## src/rtl/if_debug_ctrl.sv

```systemverilog
// rtl/if_debug_ctrl.sv - fetch-stage debug controller: serial program load plus run/step sequencing.
// Optional cycle counter is enabled by defining IF_DEBUG_CYCLE_COUNT_EN.
module if_debug_ctrl #(
  parameter int               NBITS     = 32,
  parameter int               TAM_I     = 256,
  parameter logic [NBITS-1:0] HALT_WORD = 32'hFFFF_FFFF
) (
  input  logic             i_clk,
  input  logic             i_reset,
  input  logic [7:0]       i_rx_data,
  input  logic             i_rx_valid,
  input  logic             i_halt,
  output logic [NBITS-1:0] o_address_memory_ins,
  output logic [NBITS-1:0] o_instruction,
  output logic             o_write_intruc,
  output logic             o_step,
  output logic [2:0]       o_state,
  output logic [NBITS-1:0] o_words_loaded,
  output logic             o_load_error,
  output logic             o_done,
  output logic [NBITS-1:0] o_cycle_count
);

  typedef enum logic [2:0] {
    IDLE = 3'd0,
    LOAD = 3'd1,
    RUN  = 3'd2,
    STEP = 3'd3,
    DONE = 3'd4
  } state_t;

  localparam logic [7:0]       CMD_LOAD   = 8'h4C;
  localparam logic [7:0]       CMD_RUN    = 8'h43;
  localparam logic [7:0]       CMD_STEP   = 8'h53;
  localparam logic [7:0]       CMD_NEXT   = 8'h4E;
  localparam logic [7:0]       CMD_EXIT   = 8'h45;
  localparam logic [NBITS-1:0] LAST_ADDR  = NBITS'(TAM_I - 4);
  localparam logic [NBITS-1:0] WORD_BYTES = NBITS'(4);
  localparam logic [NBITS-1:0] ONE        = NBITS'(1);

  state_t             state;
  logic [1:0]         byte_cnt;
  logic [NBITS-9:0]   shift;
  logic [NBITS-1:0]   wr_addr;
  logic [NBITS-1:0]   word;

  // The incoming byte completes the word on the fourth beat, so the write needs no extra stage.
  assign word    = {shift, i_rx_data};
  assign o_state = state;

  always_ff @(posedge i_clk or negedge i_reset) begin
    if (!i_reset) begin
      state                <= IDLE;
      byte_cnt             <= 2'd0;
      shift                <= '0;
      wr_addr              <= '0;
      o_address_memory_ins <= '0;
      o_instruction        <= '0;
      o_write_intruc       <= 1'b0;
      o_step               <= 1'b0;
      o_words_loaded       <= '0;
      o_load_error         <= 1'b0;
      o_done               <= 1'b0;
    end else begin
      o_write_intruc <= 1'b0;
      o_done         <= 1'b0;
      case (state)
        IDLE: begin
          o_step <= 1'b0;
          if (i_rx_valid) begin
            case (i_rx_data)
              CMD_LOAD: begin
                state                <= LOAD;
                o_load_error         <= 1'b0;
                o_words_loaded       <= '0;
                byte_cnt             <= 2'd0;
                wr_addr              <= '0;
                o_address_memory_ins <= '0;
              end
              CMD_RUN: begin
                state  <= RUN;
                o_step <= 1'b1;
              end
              CMD_STEP: state <= STEP;
              default: ;
            endcase
          end
        end
        LOAD: begin
          if (i_rx_valid) begin
            byte_cnt <= byte_cnt + 2'd1;
            if (byte_cnt == 2'd3) begin
              o_write_intruc       <= 1'b1;
              o_address_memory_ins <= wr_addr;
              o_instruction        <= word;
              wr_addr              <= wr_addr + WORD_BYTES;
              o_words_loaded       <= o_words_loaded + ONE;
              if (word == HALT_WORD) begin
                state <= IDLE;
              end else if (wr_addr == LAST_ADDR) begin
                o_load_error <= 1'b1;
                state        <= IDLE;
              end
            end else begin
              shift <= word[NBITS-9:0];
            end
          end
        end
        RUN: begin
          if (i_halt) begin
            o_step <= 1'b0;
            o_done <= 1'b1;
            state  <= DONE;
          end else begin
            o_step <= 1'b1;
          end
        end
        STEP: begin
          o_step <= 1'b0;
          // Halt outranks any byte in the same cycle, including a pending 'N' or 'E'.
          if (i_halt) begin
            o_done <= 1'b1;
            state  <= DONE;
          end else if (i_rx_valid) begin
            if (i_rx_data == CMD_NEXT) begin
              o_step <= 1'b1;
            end else if (i_rx_data == CMD_EXIT) begin
              state <= IDLE;
            end
          end
        end
        DONE: begin
          o_step <= 1'b0;
          state  <= IDLE;
        end
        default: begin
          o_step <= 1'b0;
          state  <= IDLE;
        end
      endcase
    end
  end

`ifdef IF_DEBUG_CYCLE_COUNT_EN
  logic             session_start;
  logic [NBITS-1:0] cycle_cnt;

  assign session_start = (state == IDLE) && i_rx_valid &&
                         ((i_rx_data == CMD_RUN) || (i_rx_data == CMD_STEP));

  always_ff @(posedge i_clk or negedge i_reset) begin
    if (!i_reset) begin
      cycle_cnt <= '0;
    end else if (session_start) begin
      cycle_cnt <= '0;
    end else if (o_step) begin
      cycle_cnt <= cycle_cnt + ONE;
    end
  end

  assign o_cycle_count = cycle_cnt;
`else
  assign o_cycle_count = '0;
`endif

endmodule

```

## config.mk

```make
export PLATFORM = sky130hd
export DESIGN_NAME = if_debug_ctrl
export DESIGN_NICKNAME = d
export VERILOG_FILES = /design/src/rtl/if_debug_ctrl.sv
export SDC_FILE = /design/constraint.sdc
export NUM_CORES = 1
export LEC_CHECK = 0
export BUFFER_PORTS_ARGS = -buffer_cell sky130_fd_sc_hd__buf_2
export CORE_ASPECT_RATIO = 1.5
export CORE_MARGIN = 4
export CORE_UTILIZATION = 25
export DETAILED_ROUTE_END_ITERATION = 8
export GPL_ROUTABILITY_DRIVEN = 1
export PLACE_DENSITY = 0.52
export SYNTH_ARGS = -nofsm -noshare
export SYNTH_HDL_FRONTEND = slang
export SYNTH_SLANG_ARGS = --single-unit
```

## constraint.sdc

```tcl
create_clock -name i_clk -period 2.57 [get_ports i_clk]
set_input_delay 0.3855 -clock i_clk [delete_from_list [all_inputs] [get_ports i_clk]]
set_output_delay 0.3855 -clock i_clk [all_outputs]
set_load 0.1 [all_outputs]
```

Word-level counts from Yosys, hierarchy flattened --
Cells that the tools add are included.
Cells by class: add/sub/neg operators 3, equality and inequality tests 23, muxes and demuxes 46, bitwise operators 1, reduce and logical (&&, ||, !) cells 9
Operators with widths (number):
- $mux W32 | 8
- $pmux W32 S2 | 3
- $eq A8 B7 Y1 const B | 5
- $add A32 B1 Y32 const B | 1
- $add A32 B3 Y32 const B | 1
- $eq A32 B32 Y1 const B | 1
- $eq A32 B8 Y1 const B | 1
- $mux W3 | 10
- $mux W1 | 17
- $ne A2 B2 Y1 const B | 6
- $ne A3 B3 Y1 const B | 4
- $pmux W3 S4 | 1
- $pmux W3 S3 | 1
- $reduce_and A9 Y1 | 1
- $reduce_and A7 Y1 | 1
- $eq A3 B2 Y1 const B | 2
- $mux W2 | 3
- $reduce_and A3 Y1 | 2
- $reduce_and A5 Y1 | 1
- $ne A4 B1 Y1 const B | 1
- $pmux W1 S4 | 1
- $pmux W2 S2 | 1
- $reduce_and A4 Y1 | 1
- $eq A3 B1 Y1 const B | 1
- 8 further kinds | 8
Word-level totals: register bits after elaboration 161, word-level logic and storage cells 93

Depth between registers and ports, before layout --
Gate-level depths: netlist of the first run.
depth after elaboration 6, gate-level depth with buffers 8

Worst setup path before layout of the first run --
No wires, ideal clock.
kind register -> register, from register o_words_loaded[7], to register o_words_loaded[28], library setup time 121 ps, arrival 2342 ps, required time 2449 ps, slack 106 ps, cell stages (with the launch flop) 7, path buffers 1, clock period less this slack 2464 ps, cells stage by stage dfrtp_1 -> and4_1 -> nand4_2 -> buf_2 -> a2111oi_1 -> xnor2_1 -> nor2_1
On the way: cells in the longest elaborated chain, start to end 4
Ends and longest elaborated chain:
- from (decl) | RTL line 18 | output logic [NBITS-1:0] o_words_loaded,
- from (signal assigned) | RTL line 97 | o_words_loaded <= o_words_loaded + ONE;
- $add A32 B1 Y32 | RTL line 97
- $mux W32 | RTL line 92 | if (byte_cnt == 2'd3) begin
- $mux W32 | RTL line 90 | if (i_rx_valid) begin
- $pmux W32 S2 | RTL line 67 | case (state)
Every way passes these cells. The select of a mux whose other input is x is not followed. A chain may end at the register's enable or synchronous reset.

Worst setup path in the final report of the first run --
from register byte_cnt[0], to register wr_addr[31]
On the way: cells in the longest elaborated chain, start to end 3
Ends and longest elaborated chain:
- from (decl) | RTL line 42 | logic [1:0] byte_cnt;
- from (signal assigned) | RTL line 91 | byte_cnt <= byte_cnt + 2'd1;
- $eq A2 B2 Y1 | RTL line 92
- $ne A2 B2 Y1 (no line)
- $reduce_and A5 Y1 (no line)
- to (signal assigned) | RTL line 96 | wr_addr <= wr_addr + WORD_BYTES;
- to (decl) | RTL line 44 | logic [NBITS-1:0] wr_addr;
Every way passes these cells.

==> results of run 1 <==
==> metrics by stage <==
step                utilization, %  worst slack, ps  power (mW)
floorplan                        -              106        6.31
global placement              28.8              171        6.99
detailed placement            28.8              158        7.01
CTS                           30.9              289        9.56
global route                  30.9              167        9.86
finish                        30.9              305        9.42
==> flip-flops by register name, summed over array words and instances, names as in the netlist <==
| register | count |
|---|---|
| o_instruction | 32 |
| byte_cnt | 2 |
| o_words_loaded | 32 |
| o_write_intruc | 1 |
| o_step | 1 |
| o_address_memory_ins | 30 |
| shift | 24 |
| o_load_error | 1 |
| wr_addr | 30 |
| o_state | 3 |
| o_done | 1 |
==> power by group through the flow <==
stage	logic, mW	clock network [mW]	registers (mW)
final	3.58	2.50	3.34
after global routing	3.77	2.68	3.41
after CTS	3.63	2.59	3.34
after detailed placement	3.62	0	3.39
after global placement	3.60	0	3.39
after floorplan	0.922	0	5.38
==> worst min-delay path by stage <==
stage / end / slack (ps) / cells after the start
floorplan: byte_cnt[0]$_DFFE_PN0P_ / 90 / 0
global placement: o_address_memory_ins[29]$_DFFE_PN0P_ / 410 / 1
detailed placement: o_address_memory_ins[29]$_DFFE_PN0P_ / 410 / 1
CTS: o_instruction[6]$_DFFE_PN0P_ / 210 / 3
global route: o_instruction[6]$_DFFE_PN0P_ / 220 / 3
finish: o_instruction[6]$_DFFE_PN0P_ / 230 / 3
==> cells by family (layout without fill, tap and decap cells) <==
| logic type | Yosys count | after routing | share of synthesized area (%) |
|---|---|---|---|
| multiplexers | 24 | 24 | 3.68 |
| AO/OA/AOI/OAI | 89 | 89 | 9.26 |
| adder cells (fa/ha/maj) | 3 | 3 | 0.511 |
| AND/OR/NAND/NOR | 309 | 309 | 22.1 |
| buffers and inverters | 73 | 166 | 5.84 |
| flip-flops | 157 | 157 | 53.5 |
| XOR/XNOR | 43 | 43 | 5.13 |
| other | 1 | 34 | 0.0510 |
==> cell usage after synthesis, drive strengths merged, types with 8 or more instances <==
cell type | instances | share of area [%]
and4 | 12 | 1.4
a2111oi | 8 | 1.5
o21ai | 20 | 1.4
nand4 | 28 | 2.8
clkbuf | 15 | 0.77
xnor2 | 33 | 3.9
xor2 | 10 | 1.2
nor3 | 12 | 0.82
and3 | 11 | 0.94
a21oi | 16 | 1.1
nor4 | 12 | 1.2
buf | 51 | 4.7
a22o | 31 | 3.7
mux2 | 24 | 3.7
nand2 | 129 | 6.6
or3 | 13 | 1.1
dfrtp | 157 | 53
nor2 | 51 | 2.6
nand3 | 19 | 1.4
==> timing repair <==
item,4_1_cts,5_1_grt
hold buffers,1,0
endpoints found under the hold margin,54,0
buffers inserted,0,0
==> layout make-up <==
| type | instances | area (µm²) |
|---|---|---|
| repair buffers | 127 | 744 |
| clock inverters | 15 | 171 |
| multi-input cells | 502 | 3140 |
| fillers | 3053 | 20000 |
| clock buffers | 17 | 425 |
| well taps | 390 | 488 |
| flip-flops and latches | 157 | 3930 |
| inverters | 7 | 26.3 |
==> metal layers <==
layer  wire length (µm)  GRT usage, %  up-vias
met2              10200          21.9      133
met4                225          3.61        0
met1               8410          15.0     2738
met3                993          2.89       12
li1                   -             -     2638
met5                  0             0        -
==> worst register-to-register path, stage by stage (launching register included) <==
cell	delay [ps]
sky130_fd_sc_hd__dfrtp_1	410
sky130_fd_sc_hd__ha_1	350
sky130_fd_sc_hd__or4b_2	680
sky130_fd_sc_hd__and4_1	280
sky130_fd_sc_hd__nand4_2	200
sky130_fd_sc_hd__o21ai_0	130
sky130_fd_sc_hd__a21oi_1	140
==> metrics list, run 1 <==
- From synthesis to final layout, the design area changed by 21.4%.
* Violation count after the first detailed-route iteration: 212
* Crit. path cell count: 6
* Number of remaining DRC errors: 0
* Clock transition time at the flip-flop clock pins of the worst setup and hold paths: 70 ps
* Fmax achieved: 0.441 GHz
- In this design, the largest share of critical-path delay is due to simple AND/OR/NAND/NOR gates.
- Measured along the y axis, the die boundary spans about 220 µm.
* Number of gates resized after CTS: 0
- Arrival time at the worst endpoint: roughly 2600 ps
- Start point of the critical path: byte_cnt[0]$_DFFE_PN0P_
- Sequential cells burn 35.5% of the power.
- Net switching is between 40 and 50% of the power.
- The initial antenna violation count came to 0.
- The final route contains 5521 vias.
- Global routing used around an eighth of the available tracks across all layers.
- Worst path cell trace: ha_1 > or4b_2 > and4_1 > nand4_2 > o21ai_0 > a21oi_1
- Via/cell ratio: between 4 and 5
* Fraction of registers with async set or reset after synthesis: between 90% and 100%
* Clk sink count: about 160
- The initial utilization of the core area, before any placement, comes to between 20% and 30%.
* Startpoint type of the worst setup path: register
* Hold slack final: between 200 and 250 ps
- The setup path with the least slack is of type register to register.
- Detailed placement finished with a half-perimeter wire length of 14000 µm.
- IO Count: 147
* Final antenna diode count: 0
* Distinct cell type count after synthesis: 56
* Number of global-route vias before repair: ~5500
* Switching component of the power: about 4.6 mW
* Critical hold path startpoint: i_rx_data[6]
- Final GP Congestion: between 0.7 and 0.8
- A synthesized cell averages around 11 µm².
- The worst register-to-register path ends at wr_addr[31]$_DFFE_PN0P_.
* Clock latency on the worst-skew pair: around 430 ps
* Setup TNS: 0 ps
* Most frequent cells in the layout: 157 x sky130_fd_sc_hd__dfrtp_1, 128 x sky130_fd_sc_hd__nand2_1, 111 x sky130_fd_sc_hd__buf_2
- The critical path ends at wr_addr[31]$_DFFE_PN0P_.
- Cell-internal power: between 4 and 5 mW
* Layout Cells excl Fill: about 1200
- The tree is rooted in a sky130_fd_sc_hd__clkbuf_16.
- Relative slew slack: 49.2%
- Summed over all cells, the static leakage comes to around 4.3 nW.
* Unrepaired setup endpoints after global routing: no
- Input/output buffers: around 110
- Worst min path class: primary input to register
* Clock network power share: 26.6%
- Measured along the x axis, the die boundary spans 148 µm.
* Start of the worst register-to-register path: byte_cnt[0]$_DFFE_PN0P_
* Grt ovf: 0
- The final number of max-transition violations came to 0.
- The region available for standard cell placement spans between 0.02 and 0.03 mm².
- The largest single stage delay on the critical path is 680 ps.
- At the end of the flow, the number of nets in the layout was roughly 830.
* Share of the clock period used by the worst path after layout: roughly nine tenths
* Sequential-to-total area share from yosys stat: between 50% and 60%
- Maximum buffer depth of the clock tree: 2
- CTS tree: built
* Number of detailed-route iterations in the first pass: 4
- Peak supply drop: approximately 0.5 mV
- CTS built an H-tree with a depth of 4.
* Maximum fanout along the worst path: 10
- Share of layout cells above drive strength 1: approximately 25%
- Once placement finished, the instance area stood at between 0.008 and 0.009 mm².
- Die area: about 0.032 mm²
- Clock buffers created by TritonCTS: 17
* Setup violators final: 0
- Subtracting the final worst setup slack from the clock period gives between 2000 and 2500 ps.
- For the pin with the worst max-slew slack, the measured transition is approximately 760 ps.
- The initialized floorplan defines 76 standard-cell rows.
* Combinational share of power: 38.0%
- Among all flip-flop cells after synthesis, the most frequent one is sky130_fd_sc_hd__dfrtp_1.
* Post-synth EDFFs: 0
- The Yosys step of the flow raised 0 warnings.
- The final-report hold violation count came to 0.
- Mean routed wirelength per cell: approximately 16 µm
- # placed instances: 1182
- Largest net degree at the start of global routing: 58
* FF-to-FF setup slack: slightly above 300 ps
* Buffers & Inverters on Critical Path: 0
- The flow ran to the end, and the final reports show no timing, DRC or antenna violations.
* Number of synthesized register bits: 157
* Cell area after layout: slightly below 0.009 mm²
- Syn Std Cell Area: about 0.0073 mm²
- FF-to-FF path depth: 6
- After detailed routing, the total wire length is about 20000 µm.
- Final worst clock skew: ~11 ps
* Most common cell after layout, fill and taps aside: sky130_fd_sc_hd__dfrtp_1
* Wire length of the first global-routing pass: ~32000 µm
* Number of cells produced by synthesis: ~700
- Slowest library cell on the worst path: sky130_fd_sc_hd__or4b_2
- Critical path data required time: around 3000 ps
* Antenna-violating nets left: 0
- Pwr Density: between 1000 and 1500 mW/mm²
- The worst setup path is captured at a register.
- Number of max-cap violations: 0
No activity file was read; power rests on OpenSTA's default activity.
==> run 2: changes to the inputs <==
CORE_UTILIZATION = 55   (was 25)
PLACE_DENSITY = 0.89   (was 0.52)
==> metrics list, run 2 (synthesis gave the netlist of run 1 again) <==
- Outcome: finished clean (unchanged).
* Largest registers in the final layout: o_instruction (32), o_words_loaded (32) (unchanged)
- Slew @ Worst Pin: 661 ps (was 763 ps)
- Clock root buffer: sky130_fd_sc_hd__clkbuf_16 (unchanged)
* Number of antenna violations at the first check in global routing: 0 (unchanged)
- Setup violators final: 0 (unchanged)
- The synthesis-to-finish area growth is 17.1% (was 21.4%).
- The number of H-tree levels came to 4 (unchanged).
* Number of vias after detailed routing: 5741 (was 5521)
- The pin count of the biggest net entering global routing is 56 (was 58).
* Via/cell ratio: 5.86 (was 4.54)
- Mean routed wirelength per cell: 18.3 µm (was 16.3 µm)
* Static leakage: 4.24 nW (was 4.25 nW)
* Global routing met3 resource utilization: 5.27% (was 2.89%)
- Grt ovf: 0 (unchanged)
- The post-layout net count was 823 (was 827).
- The final instance area was 0.00860 mm² (was 0.00892 mm²).
- Most frequent cells in the layout: 157 x sky130_fd_sc_hd__dfrtp_1, 128 x sky130_fd_sc_hd__nand2_1, 111 x sky130_fd_sc_hd__buf_2 (unchanged).
- The cell total after placement came to 947 (was 1182).
* Aggregate routed wire length: 17900 µm (was 19800 µm)
- Fraction of met1 tracks used by global routing: 30.2% (was 15.0%)
- Number of detailed-route iterations in the first pass: 5 (was 4)
- The required arrival time at the worst endpoint came to 2850 ps (was 2920 ps).
- The number of antenna-violating nets in the routed design is 0 (unchanged).
- The worst min-delay path class is primary input to register (unchanged).
* Most common cell after layout, fill and taps aside: sky130_fd_sc_hd__dfrtp_1 (unchanged)
- The clock sink count is 157 (unchanged).
- The die outline width came to 102 µm (was 148 µm).
- CTS tree: built (unchanged)
- The final-report hold violation count came to 0 (unchanged).
* Area after DPL: 0.00797 mm² (was 0.00831 mm²)
* Grt met2 use: 40.8% (was 21.9%)
* Clock latency on the worst-skew pair: 420 ps (was 430 ps)
* Clock buffers created by TritonCTS: 17 (unchanged)
* Crit. End Element: register (unchanged)
- Arrival time at the worst endpoint: 2600 ps (was 2610 ps)
- Filler cell count in the final layout: 978 (was 3053)
* Clock transition time at the flip-flop clock pins of the worst setup and hold paths: 60 ps (was 70 ps)
- Number of remaining DRC errors: 0 (unchanged)
- The final worst clock skew was 8.50 ps (was 10.5 ps).
* Die Height: 150 µm (was 218 µm)
* Pwr Density: 1110 mW/mm² (was 1060 mW/mm²)
- The floorplan core area came to 0.0130 mm² (was 0.0289 mm²).
- Shortest clock period the worst path allows after layout: 2320 ps (was 2270 ps)
- The number of placement rows came to 51 (was 76).
- The maximum root-to-sink buffer count was 2 (unchanged).
- Total power consumption of the routed design: 9.57 mW (was 9.42 mW)
- Pins over their slew limit: 0 (unchanged)
- The number of max-cap violations was 0 (unchanged).
* Share of the clock period used by the worst path after layout: 90.2% (was 88.2%)
* Final antenna diode count: 0 (unchanged)
- The number of global-route vias before repair was 5558 (was 5522).
- The critical-path maximum fanout is 10 (unchanged).
- Unrepaired setup endpoints after global routing: no (unchanged)
- The fraction of the core area covered by cells at the end of the flow is 66.1% (was 30.9%).
* Fmax achieved: 0.431 GHz (was 0.441 GHz)
- Setup TNS: 0 ps (unchanged)
- Initial standard-cell utilization of the core: 56.4% (was 25.4%)
* Total global-route track usage: 23.9% (was 12.4%)
- The number of buffers added on ports is 112 (unchanged).
* Relative slew slack: 55.8% (was 49.2%)
- The number of post-CTS setup repair buffers came to 0 (unchanged).
- The share of cells above drive strength 1 came to 24.6% (was 25.3%).
- Busiest metal layer after global routing: met2 (unchanged)
- The die outline area was 0.0153 mm² (was 0.0323 mm²).
* IO Count: 147 (unchanged)
- Final HPWL from detailed placement: 12000 µm (was 14000 µm)
- Final GP Congestion: 0.867 (was 0.762)
* Layout Cells excl Fill: 979 (was 1215)
- Peak supply drop: 0.746 mV (was 0.501 mV)
- The first-iteration detailed-routing DRC count is 500 (was 212).
- The launching element type of the critical path is a register (unchanged).
- Wire length of the first global-routing pass: 28700 µm (was 31500 µm)
* Startpoint-to-endpoint class of the critical path: register to register (unchanged)
run 2: changes by cell type in the layout (fill, tap and decap cells not counted), sizes merged:
cell / before / now
buf: 126 / 122
clkbuf: 17 / 21
bufinv: 0 / 4
clkinv: 6 / 3
inv: 14 / 8
run 2: worst paths after layout:
path / slack, ps / start / cells past startpoint / endpoint
worst max-delay path: 250 / byte_cnt[0]$_DFFE_PN0P_ / 6 / wr_addr[31]$_DFFE_PN0P_
worst min-delay path: 250 / i_rx_data[6] / 3 / o_instruction[6]$_DFFE_PN0P_
worst max register to register: 250 / byte_cnt[0]$_DFFE_PN0P_ / 6 / wr_addr[31]$_DFFE_PN0P_
worst min register to register: 470 / o_instruction[0]$_DFFE_PN0P_ / 2 / o_instruction[0]$_DFFE_PN0P_
max in group asynchronous: 1360 / i_reset / 3 / shift[2]$_DFFE_PN0P_
min in group asynchronous: 490 / i_reset / 2 / o_words_loaded[12]$_DFFE_PN0P_
run 2: repair_timing:
action	in CTS	in global routing
endpoints found under the setup margin	0	0
hold buffers	1	0
hold endpoints to repair	52	0
gates resized for setup	0	0
run 2: through the flow:
stage | hold slack, ps | setup slack, ps
floorplan | 89.9 | 106
global route | 253 | 132
finish | 245 | 252
CTS | 235 | 265
detailed placement | 382 | 272
global placement | 376 | 347
run 2: final cells by class:
type / instances / area (µm²) / share of cell area (%)
Sequential cell: 157 / 3930 / 45.7
Tap cell: 159 / 199 / 2.31
Multi-Input combinational cell: 502 / 3140 / 36.5
Clock buffer: 21 / 460 / 5.35
Timing Repair Buffer: 123 / 689 / 8.01
Inverter: 7 / 26.3 / 0.305
Clock inverter: 10 / 163 / 1.89
run 2: metal layers:
layer / part of all wire [%] / routed length (µm)
met1: 40 / 7110
met2: 52 / 9370
met3: 6.2 / 1110
met4: 1.7 / 301
met5: 0 / 0
run 2: power by group:
group | switching [mW] | total (mW) | leakage (nW) | internal (mW)
combinational | 2.97 | 3.55 | 1.87 | 0.583
clock | 0.971 | 2.64 | 0.300 | 1.67
sequential | 0.415 | 3.38 | 2.07 | 2.96
run 2: critical path, cell delays in order, from the launching register on:
cell	delay, ps
sky130_fd_sc_hd__dfrtp_1	410
sky130_fd_sc_hd__ha_1	350
sky130_fd_sc_hd__or4b_2	690
sky130_fd_sc_hd__and4_1	300
sky130_fd_sc_hd__nand4_2	210
sky130_fd_sc_hd__or3_1	160
sky130_fd_sc_hd__a21oi_1	70
